$ cat src/rtl/arb_req_collector.sv
// Request collector in front of a combinational fixed-priority arbiter.
// Pulses become sticky pending bits, and each validated grant is held for HOLD cycles.

module arb_req_collector_lane (
  input  logic clk,
  input  logic resetn,
  input  logic req,
  input  logic clr,
  output logic pend,
  output logic merge
);
  always_ff @(posedge clk) begin
    if (!resetn) begin
      pend  <= 1'b0;
      merge <= 1'b0;
    end else begin
      // A new pulse wins over a retire in the same cycle
      pend <= (pend & ~clr) | req;
      if (req & pend & ~clr) merge <= 1'b1;
    end
  end
endmodule

module arb_req_collector #(
  parameter int PORTS = 4,
  parameter int HOLD  = 4
) (
  input  logic             clk,
  input  logic             resetn,
  input  logic [PORTS-1:0] req_pulse,
  output logic [PORTS-1:0] pend_req,
  input  logic [PORTS-1:0] arb_gnt,
  output logic [PORTS-1:0] gnt_out,
  output logic             gnt_valid,
  output logic             done,
  output logic [PORTS-1:0] merge_flag,
  output logic             gnt_err
);
  typedef enum logic [1:0] {IDLE, GRANT, RELEASE} state_t;

  state_t           state, state_nxt;
  logic [7:0]       cnt;
  logic [PORTS-1:0] clr;
  logic             gnt_ok;

  assign clr    = (state == RELEASE) ? gnt_out : '0;
  // Legal grant: exactly one bit, and only for a port that is pending
  assign gnt_ok = (arb_gnt != '0) && ((arb_gnt & (arb_gnt - 1'b1)) == '0) &&
                  ((arb_gnt & ~pend_req) == '0);

  for (genvar i = 0; i < PORTS; i++) begin : g_lane
    arb_req_collector_lane u_lane (
      .clk    (clk),
      .resetn (resetn),
      .req    (req_pulse[i]),
      .clr    (clr[i]),
      .pend   (pend_req[i]),
      .merge  (merge_flag[i])
    );
  end

  always_ff @(posedge clk) begin
    if (!resetn) state <= IDLE;
    else         state <= state_nxt;
  end

  always_comb begin
    state_nxt = state;
    case (state)
      IDLE:    if (pend_req != '0 && gnt_ok) state_nxt = GRANT;
      GRANT:   if (cnt == 8'd0) state_nxt = RELEASE;
      RELEASE: state_nxt = IDLE;
      default: state_nxt = IDLE;
    endcase
  end

  always_comb begin
    gnt_valid = (state == GRANT);
    done      = (state == RELEASE);
  end

  always_ff @(posedge clk) begin
    if (!resetn) begin
      gnt_out <= '0;
      cnt     <= 8'd0;
      gnt_err <= 1'b0;
    end else begin
      case (state)
        IDLE: if (pend_req != '0) begin
          if (gnt_ok) begin
            gnt_out <= arb_gnt;
            cnt     <= 8'(HOLD - 1);
          end else begin
            gnt_err <= 1'b1;
          end
        end
        GRANT:   if (cnt != 8'd0) cnt <= cnt - 8'd1;
        RELEASE: gnt_out <= '0;
        default: ;
      endcase
    end
  end
endmodule

$ cat config.mk
export PLATFORM = sky130hd
export DESIGN_NAME = arb_req_collector
export DESIGN_NICKNAME = d
export VERILOG_FILES = /design/src/rtl/arb_req_collector.sv
export SDC_FILE = /design/constraint.sdc
export NUM_CORES = 1
export LEC_CHECK = 0
export BUFFER_PORTS_ARGS = -buffer_cell sky130_fd_sc_hd__buf_4
export CAP_MARGIN = 30
export CORE_MARGIN = 3
export CORE_UTILIZATION = 51
export CTS_BUF_LIST = sky130_fd_sc_hd__clkbuf_4 sky130_fd_sc_hd__clkbuf_8 sky130_fd_sc_hd__clkbuf_16
export CTS_CLUSTER_DIAMETER = 100
export DETAILED_ROUTE_END_ITERATION = 12
export PLACE_DENSITY = 0.82
export SYNTH_ARGS = -nofsm -noshare
export SYNTH_HDL_FRONTEND = slang
export SYNTH_HIERARCHICAL = 1
export SYNTH_SLANG_ARGS = --single-unit
$ cat constraint.sdc
create_clock -name clk -period 2.1 [get_ports clk]
set_input_delay 0.21 -clock clk [delete_from_list [all_inputs] [get_ports clk]]
set_output_delay 0.21 -clock clk [all_outputs]
set_load 0.01 [all_outputs]
; ---- Yosys cells after proc, flatten, opt, wreduce, memory -nomap -nowiden
; Index checks and enable logic that the tools add are counted.
[totals]
wordCells = 72
regBits = 23
in_bits = 10
out_inout_bits = 15
[op_classes]
n_reduce_logical = 16
n_addsub = 2
eq_ne = 7
mux = 11
bitwise_logic = 24
[ops]
columns = op, count
row1 = 8-bit 2-to-1 mux, 3
row2 = 8-bit one-hot mux with 2 select lines, 1
row3 = 1-bit bitwise AND, 12
row4 = 4-bit 2-to-1 mux, 3
row5 = 4-bit bitwise AND, 2
row6 = 4-bit logical NOT, 2
row7 = 8-bit logical NOT, 1
row8 = 4-bit one-hot mux with 2 select lines, 1
row9 = 4-bit nonzero test, 2
row10 = 8-bit nonzero test, 1
row11 = "8-bit by 1-bit subtractor with 8-bit output, second input constant", 1
row12 = "2-bit inequality test, second input constant", 3
row13 = 3-bit AND reduction, 2
row14 = 1-bit inverter, 5
row15 = 2-bit 2-to-1 mux, 2
row16 = "2-bit by 1-bit inequality test with 1-bit output, second input constant", 2
row17 = 4-bit inverter, 1
row18 = 1-bit OR, 4
row19 = 2-bit one-hot mux with 2 select lines, 1
row20 = 4-bit AND reduction, 1
row21 = 2-bit nonzero test, 2
row22 = "4-bit by 1-bit subtractor with 4-bit output, second input constant", 1
row23 = 1-bit logical AND, 3
row24 = "2-bit by 1-bit equality test with 1-bit output, second input constant", 1
row25 = 3 further kinds, 3

; ---- Depth between registers and ports, before layout
; Gate-level depths: netlist of the first run.
[depth]
word_depth = 8
mapped_depth = 7
ltp_nobuf = 6

; ---- Cells and area by module
; Netlist of the first run, hierarchy kept.
[by_module_without_submodules]
columns = module, n_inst, cells_each, area_each_um2, seq_area_each_um2
row1 = arb_req_collector, 1, 82, 779.5, 300.3
row2 = arb_req_collector_lane, 4, 6, 68.8, 40.0

; ---- Worst setup path after synthesis of the first run
; Ideal clock, no wire load.
[synth_path]
path_kind = flip-flop to flip-flop
from = register cnt[0]
to = register cnt[7]
arrival_ps = 1624
period_less_slack_ps = 1709
path_stages_with_launch = 8
n_path_buf = 1
required_ps = 2014
setup_time_ps = 86
path_slack_ps = 391
cell_sequence = dfxtp_1 inv_1 ha_1 or4b_1 buf_4 nand4_1 or4_1 a211oi_1
[synth_via]
elab_chain_len = 3
elab_cells_between_ends = 6
cone_classes = add/sub: 1 / eq/ne: 1 / mux: 2 / reduce/logical: 2
[synth_rtl]
columns = item, line_no
row1 = "start, declared", 42  ; logic [7:0] cnt;
row2 = "start signal, assigned", 92  ; cnt <= 8'(HOLD - 1);
row3 = "start signal, assigned", 97  ; GRANT: if (cnt != 8'd0) cnt <= cnt - 8'd1;
row4 = 8-bit by 1-bit subtractor with 8-bit output / 8-bit nonzero test (equally long branches), 97
row5 = 8-bit 2-to-1 mux / 2-bit by 1-bit inequality test with 1-bit output (equally long branches), n/a
row6 = 8-bit one-hot mux with 2 select lines / 4-bit AND reduction (equally long branches), n/a
; Several ways; a longest one is shown, not always the timed one. The select of a mux whose other input is x is not followed.
; A chain may end at the register's enable or synchronous reset.

; ---- Final worst setup path of the first run
; Same ends and word-level chain as after synthesis.

==> flow_summary.ini, run 1 <==
[outcome]
run_status = complete, no violations

[worst_setup_path]
critPathKind = register to register
cp.depth = 6
crit_chain = inv_1 > ha_1 > or4b_1 > nand4_1 > or4_1 > a211oi_1
crit_arrival_ns = 2.09
cp_num_buf_inv = 1
slowest_delay_ns = 0.42
worstSetupEndpointType = register
path_max_fanout = 7
cpLargestDelayFamily = simple AND/OR/NAND/NOR gates
r2r_cells = 6
slowest_stage = or4_1
cp-start-kind = register
required_ns = 2.34

[routing]
ant_nets = 0
vias_per_cell = 5.94
num_vias = 921
drc = 0
drtPass1Iterations = 4
post_drt_wl_per_cell_um = 14.9
drtIter0Drc = 34
drt-total-wl_mm = 2.31

[worst_hold_path]
hold_depth = 2
hold_path_class = primary input to register

[clock_network]
ctsResizeCount = 0
htree_levels = 1
cts_inserted_buffers = 3
clk_latency_ns = 0.31
cts_tree = built
cts.clk_slew.worst_paths_ns = 0.13
hold_buffers = 0
clk_path_buf_depth = 2
cts_sinks = 23
root_buffer = clkbuf_4
cts_setup_buffers = 0

[die]
coreArea_mm2 = 0.00184
dieHeight_um = 51.5
io-pin-count = 25
die_w_um = 51.5
initial_utilization_pct = 57.3
core.rowCount = 15
die_area_mm2 = 0.00265

[timing]
fin_crit_sh_pct = 88.1
tns_ns = 0
maxSlewHeadroom_pct = 54.4
setup_viol = 0
hold_ws_ns = 0.0997
worst_slew_pin_slew_ns = 0.675
finalHoldViolations = 0
grt_setup_unrepaired = no
max_freq_ghz = 0.540
slew_viol_final = 0
skew_ns = 0.0130
min_period_ns = 1.85

[synth]
yosysSeqAreaShare_pct = 43.7
postSynthCellCount = 106
synth-edff-count = 0
synth_top_cell_area_share_pct = 43.7
synth.ff_latch_count = 23
syn_avg_cell_area_um2 = 9.95
synth_most_common_cell = dfxtp_1
synthTopCellsByArea = dfxtp_1, and2_1, o21a_1
synthFlopType = dfxtp_1
synth-async-reset-ratio_pct = 0
synthTopCellsByCount = dfxtp_1, and2_1, nor3_1
syn-num-nets = 118
synth_cell_types = 31
synth_area_mm2 = 0.00105
ys_warn_count = 6
synth_top_area_cell = dfxtp_1

[global_route]
antenna_found_initial = 0
grt_overflow_total = 0
grt_pass1_vias = 823
grt_pass1_wl_mm = 3.64
grt_use_total_pct = 18.0
grt_max_degree = 17

[placement]
gp_congestion = 0.794
portBuffers = 24
dp_hpwl_mm = 1.78

[job]
drv_cap = 0

[cells_and_area]
drive_gt1_share_pct = 26.9
num_antenna_cells = 0
nNetsFinal = 143
syn2layout_area_growth_pct = 20.3

[power]
cellPowerDensity_mw_per_mm2 = 630
finalPower_uw = 800
ir_worst_vdd_uv = 552
p_leak_nw = 0.513
-- kinds of logic after synthesis --
kind of cell / Yosys count / share of synthesized area, %
buffers and inverters: 7 / 3.44
and+or+nand+nor: 40 / 23.3
xor gates and xnor gates: 5 / 4.15
AOI/OAI and AO/OA: 29 / 23.1
DFF: 23 / 43.7
adders and majority gates: 2 / 2.37
-- flip-flops by register name, indices dropped and copies added, names as in the netlist --
register	flops
state	2
cnt	8
g_lane.u_lane/pend	4
gnt_out	4
g_lane.u_lane/merge	4
gnt_err	1
-- metal layers --
metal	share of wire, %	wire length (um)	global-route usage, %	up-vias
li1	-	-	-	439
met1	44	1000	24.4	445
met2	49	1140	28.6	35
met3	6.8	158	5.25	2
met4	0.26	6	3.49	0
met5	0	0	0	-
-- worst reg2reg max path, cell delays in order, from the launching register on --
cell,delay (ns)
dfxtp_1,0.41
inv_1,0.08
ha_1,0.19
or4b_1,0.29
nand4_1,0.18
or4_1,0.42
a211oi_1,0.22
-- per-stage QoR --
stage | util [%] | setup WS [ns] | instance area [um^2] | instances
after detailed placement | 67.5 | 0.235 | 1240 | 151
after floorplan | - | 0.391 | 1050 | 106
after global placement | 67.5 | 0.340 | 1240 | 151
after CTS | 69.0 | 0.233 | 1270 | 155
final | 69.0 | 0.249 | 1270 | 155
after global routing | 69.0 | 0.124 | 1270 | 155
-- report_power, final --
| group | internal [mW] | switching [mW] |
|---|---|---|
| sequential | 0.456 | 0.0180 |
| combinational | 0.0643 | 0.0616 |
| clock | 0.0711 | 0.128 |
-- worst paths after layout --
kind | slack, ns | to | from
setup / recovery | 0.25 | cnt[7] | cnt[0]
hold / removal | 0.1 | g_lane[3].u_lane/pend | req_pulse[3]
setup reg to reg | 0.25 | cnt[7] | cnt[0]
hold reg to reg | 0.49 | gnt_err | gnt_err
-- placed cells by master, fill, tap and decap left out --
cell       instances
buf_4             24
dfxtp_1           23
and2_1             8
nor3_1             8
o21a_1             6
nor2b_1            5
xor2_1             5
nand3b_1           4
nor2_1             4
a32o_1             4
a22o_1             4
inv_1              3
a211oi_1           3
clkbuf_4           3
and2b_2            2
o41ai_1            2
nand2_1            2
nand4_1            2
o211ai_1           2
a21oi_1            2
o31a_1             2
ha_1               2
or2_2              1
nor3_2             1
or4b_1             1
o31ai_1            1
or4_1              1
o21ba_2            1
or3_2              1
o21a_4             1
o2111ai_1          1
clkinv_2           1
-- area by class of cell --
type | count | area, um^2
fillers | 167 | 571
multi-input cells | 76 | 558
flip-flops and latches | 23 | 460
repair buffers | 24 | 180
well taps | 25 | 31.3
inverters | 3 | 11.3
clock inverters | 1 | 5.00
clock buffers | 3 | 22.5
(Power assumes the default switching activity.)
==> inputs of run 2 (changes only) <==
--- a/config.mk
+++ b/config.mk
@@ -13,6 +13,7 @@
 export CTS_CLUSTER_DIAMETER = 100
 export DETAILED_ROUTE_END_ITERATION = 12
 export PLACE_DENSITY = 0.82
+export SKIP_LAST_GASP = 1
 export SYNTH_ARGS = -nofsm -noshare
 export SYNTH_HDL_FRONTEND = slang
 export SYNTH_HIERARCHICAL = 1
==> constraint.sdc (replaced) <==
create_clock -name clk -period 1.9 [get_ports clk]
set_input_delay 0.19 -clock clk [delete_from_list [all_inputs] [get_ports clk]]
set_output_delay 0.19 -clock clk [all_outputs]
set_load 0.01 [all_outputs]
==> run 2 against run 1 <==
Against the previous run: register-to-register slack got worse by 0.13 ns; sequential power increased by 11%; combinational power increased by 13%; critical endpoint unchanged; highest routed layer unchanged.
==> flow_summary.ini, run 2 (synthesis results as in run 1) <==
[die]
coreArea_mm2 = 0.00184
die_w_um = 51.5
initial_utilization_pct = 57.3
die_area_mm2 = 0.00265
dieHeight_um = 51.5
io-pin-count = 25
core.rowCount = 15

[cells_and_area]
nNetsFinal = 143
fin_util_pct = 69.2
regMostFlops = cnt
syn2layout_area_growth_pct = 20.6
largest_register_ffs = 8
instances_no_fill = 155
num_antenna_cells = 0
drive_gt1_share_pct = 27.7
ff_latch_area_um2 = 460
multiInputGateArea_um2 = 562
final_cell_mix = buf_4, dfxtp_1, and2_1, nor3_1, o21a_1
final_common_cell = buf_4
fillCellCount = 165

[global_route]
grt_max_degree = 17
grt_use_total_pct = 18.0
grt_pass1_vias = 823
grt_pass1_wl_mm = 3.64
antenna_found_initial = 0
grt_overflow_total = 0

[timing]
setup_viol = 0
max_freq_ghz = 0.563
min_period_ns = 1.78
slew_viol_final = 0
worst_slew_pin_slew_ns = 0.672
fin_crit_sh_pct = 93.5
tns_ns = 0
skew_ns = 0.0124
grt_setup_unrepaired = no
maxSlewHeadroom_pct = 54.6
finalHoldViolations = 0

[worst_setup_path]
path_max_fanout = 7
crit_arrival_ns = 2.02
cp-start-kind = register
r2r-end = cnt[7]
crit_chain = inv_1 > ha_1 > or4b_4 > nand4_1 > or4_1 > a211oi_1
r2r_setup_slack_ns = 0.12
required_ns = 2.14
worstSetupEndpointType = register
slowest_delay_ns = 0.42
critPathKind = register to register
startpoint = cnt[0]
crit_end = cnt[7]
r2r_cells = 6
slowest_stage = or4_1
worstReg2RegStart = cnt[0]

[placement]
dp.cells = 151
gp_congestion = 0.794
dp_hpwl_mm = 1.78
portBuffers = 24

[clock_network]
root_buffer = clkbuf_4
hold_buffers = 0
cts_sinks = 23
clk_latency_ns = 0.31
htree_levels = 1
cts_tree = built
cts_inserted_buffers = 3
clk_path_buf_depth = 2
cts.clk_slew.worst_paths_ns = 0.13

[routing]
post_drt_wl_per_cell_um = 15.0
drc = 0
drt-total-wl_mm = 2.33
vias_per_cell = 5.90
drtIter0Drc = 32
ant_nets = 0
num_vias = 915
drtPass1Iterations = 4

[job]
drv_cap = 0

[power]
cellPowerDensity_mw_per_mm2 = 697
p_leak_nw = 0.512
ir_worst_vdd_uv = 610

[worst_hold_path]
hold_path_class = primary input to register

[outcome]
run_status = complete, no violations
## run 2: area by class of cell
type	count	share of cell area (%)
multi-input combinational	76	44.1
sequential	23	36.2
timing repair buffer	24	14.2
tap	25	2.46
clock buffer	3	1.77
inverter	3	0.885
clock inverter	1	0.393
## run 2: report_power, final
| group | internal [mW] | switching [mW] |
|---|---|---|
| clock | 0.0786 | 0.142 |
| sequential | 0.504 | 0.0200 |
| combinational | 0.0734 | 0.0681 |
## run 2: how the worst min path moves through the flow
stage                       endpoint          from  depth (start not counted)  slack, ns
2_1_floorplan               state[0]        resetn                          1       0.31
3_3_place_gp   g_lane[3].u_lane/pend  req_pulse[3]                          2       0.40
3_5_place_dp   g_lane[3].u_lane/pend  req_pulse[3]                          2       0.41
4_1_cts        g_lane[3].u_lane/pend  req_pulse[3]                          2       0.08
5_1_grt        g_lane[3].u_lane/pend  req_pulse[3]                          2       0.06
6_report       g_lane[3].u_lane/pend  req_pulse[3]                          2       0.08
## run 2: what timing repair did
| item | 4_1_cts | 5_1_grt |
|---|---|---|
| resized for setup | 0 | 1 |
| setup buffers | 0 | 0 |
| setup endpoints to repair | 0 | 1 |
## run 2: through the flow
step	hold WS (ns)	worst slack (ns)	cell area [um^2]	power (mW)
2_1_floorplan	0.307	0.191	1050	0.611
3_3_place_gp	0.403	0.140	1240	0.666
3_5_place_dp	0.408	0.0352	1240	0.674
4_1_cts	0.0781	0.0333	1270	0.888
5_1_grt	0.0617	0.0170	1270	0.930
6_report	0.0793	0.123	1270	0.886
## run 2: per-layer routing
layer | track usage, % | vias to the layer above | part of all wire [%]
met1 | 24.4 | 444 | 45
met5 | 0 | - | 0
met2 | 28.6 | 29 | 49
met3 | 5.25 | 2 | 6.0
met4 | 3.49 | 0 | 0.26
li1 | - | 440 | -
## run 2: critical path, delay by kind of cell (launching register included)
family	cells	cell delay, ns
AOI/OAI and AO/OA	1	0.22
adders and majority gates	1	0.19
buffers and inverters	1	0.08
DFF	1	0.41
and+or+nand+nor	3	0.82
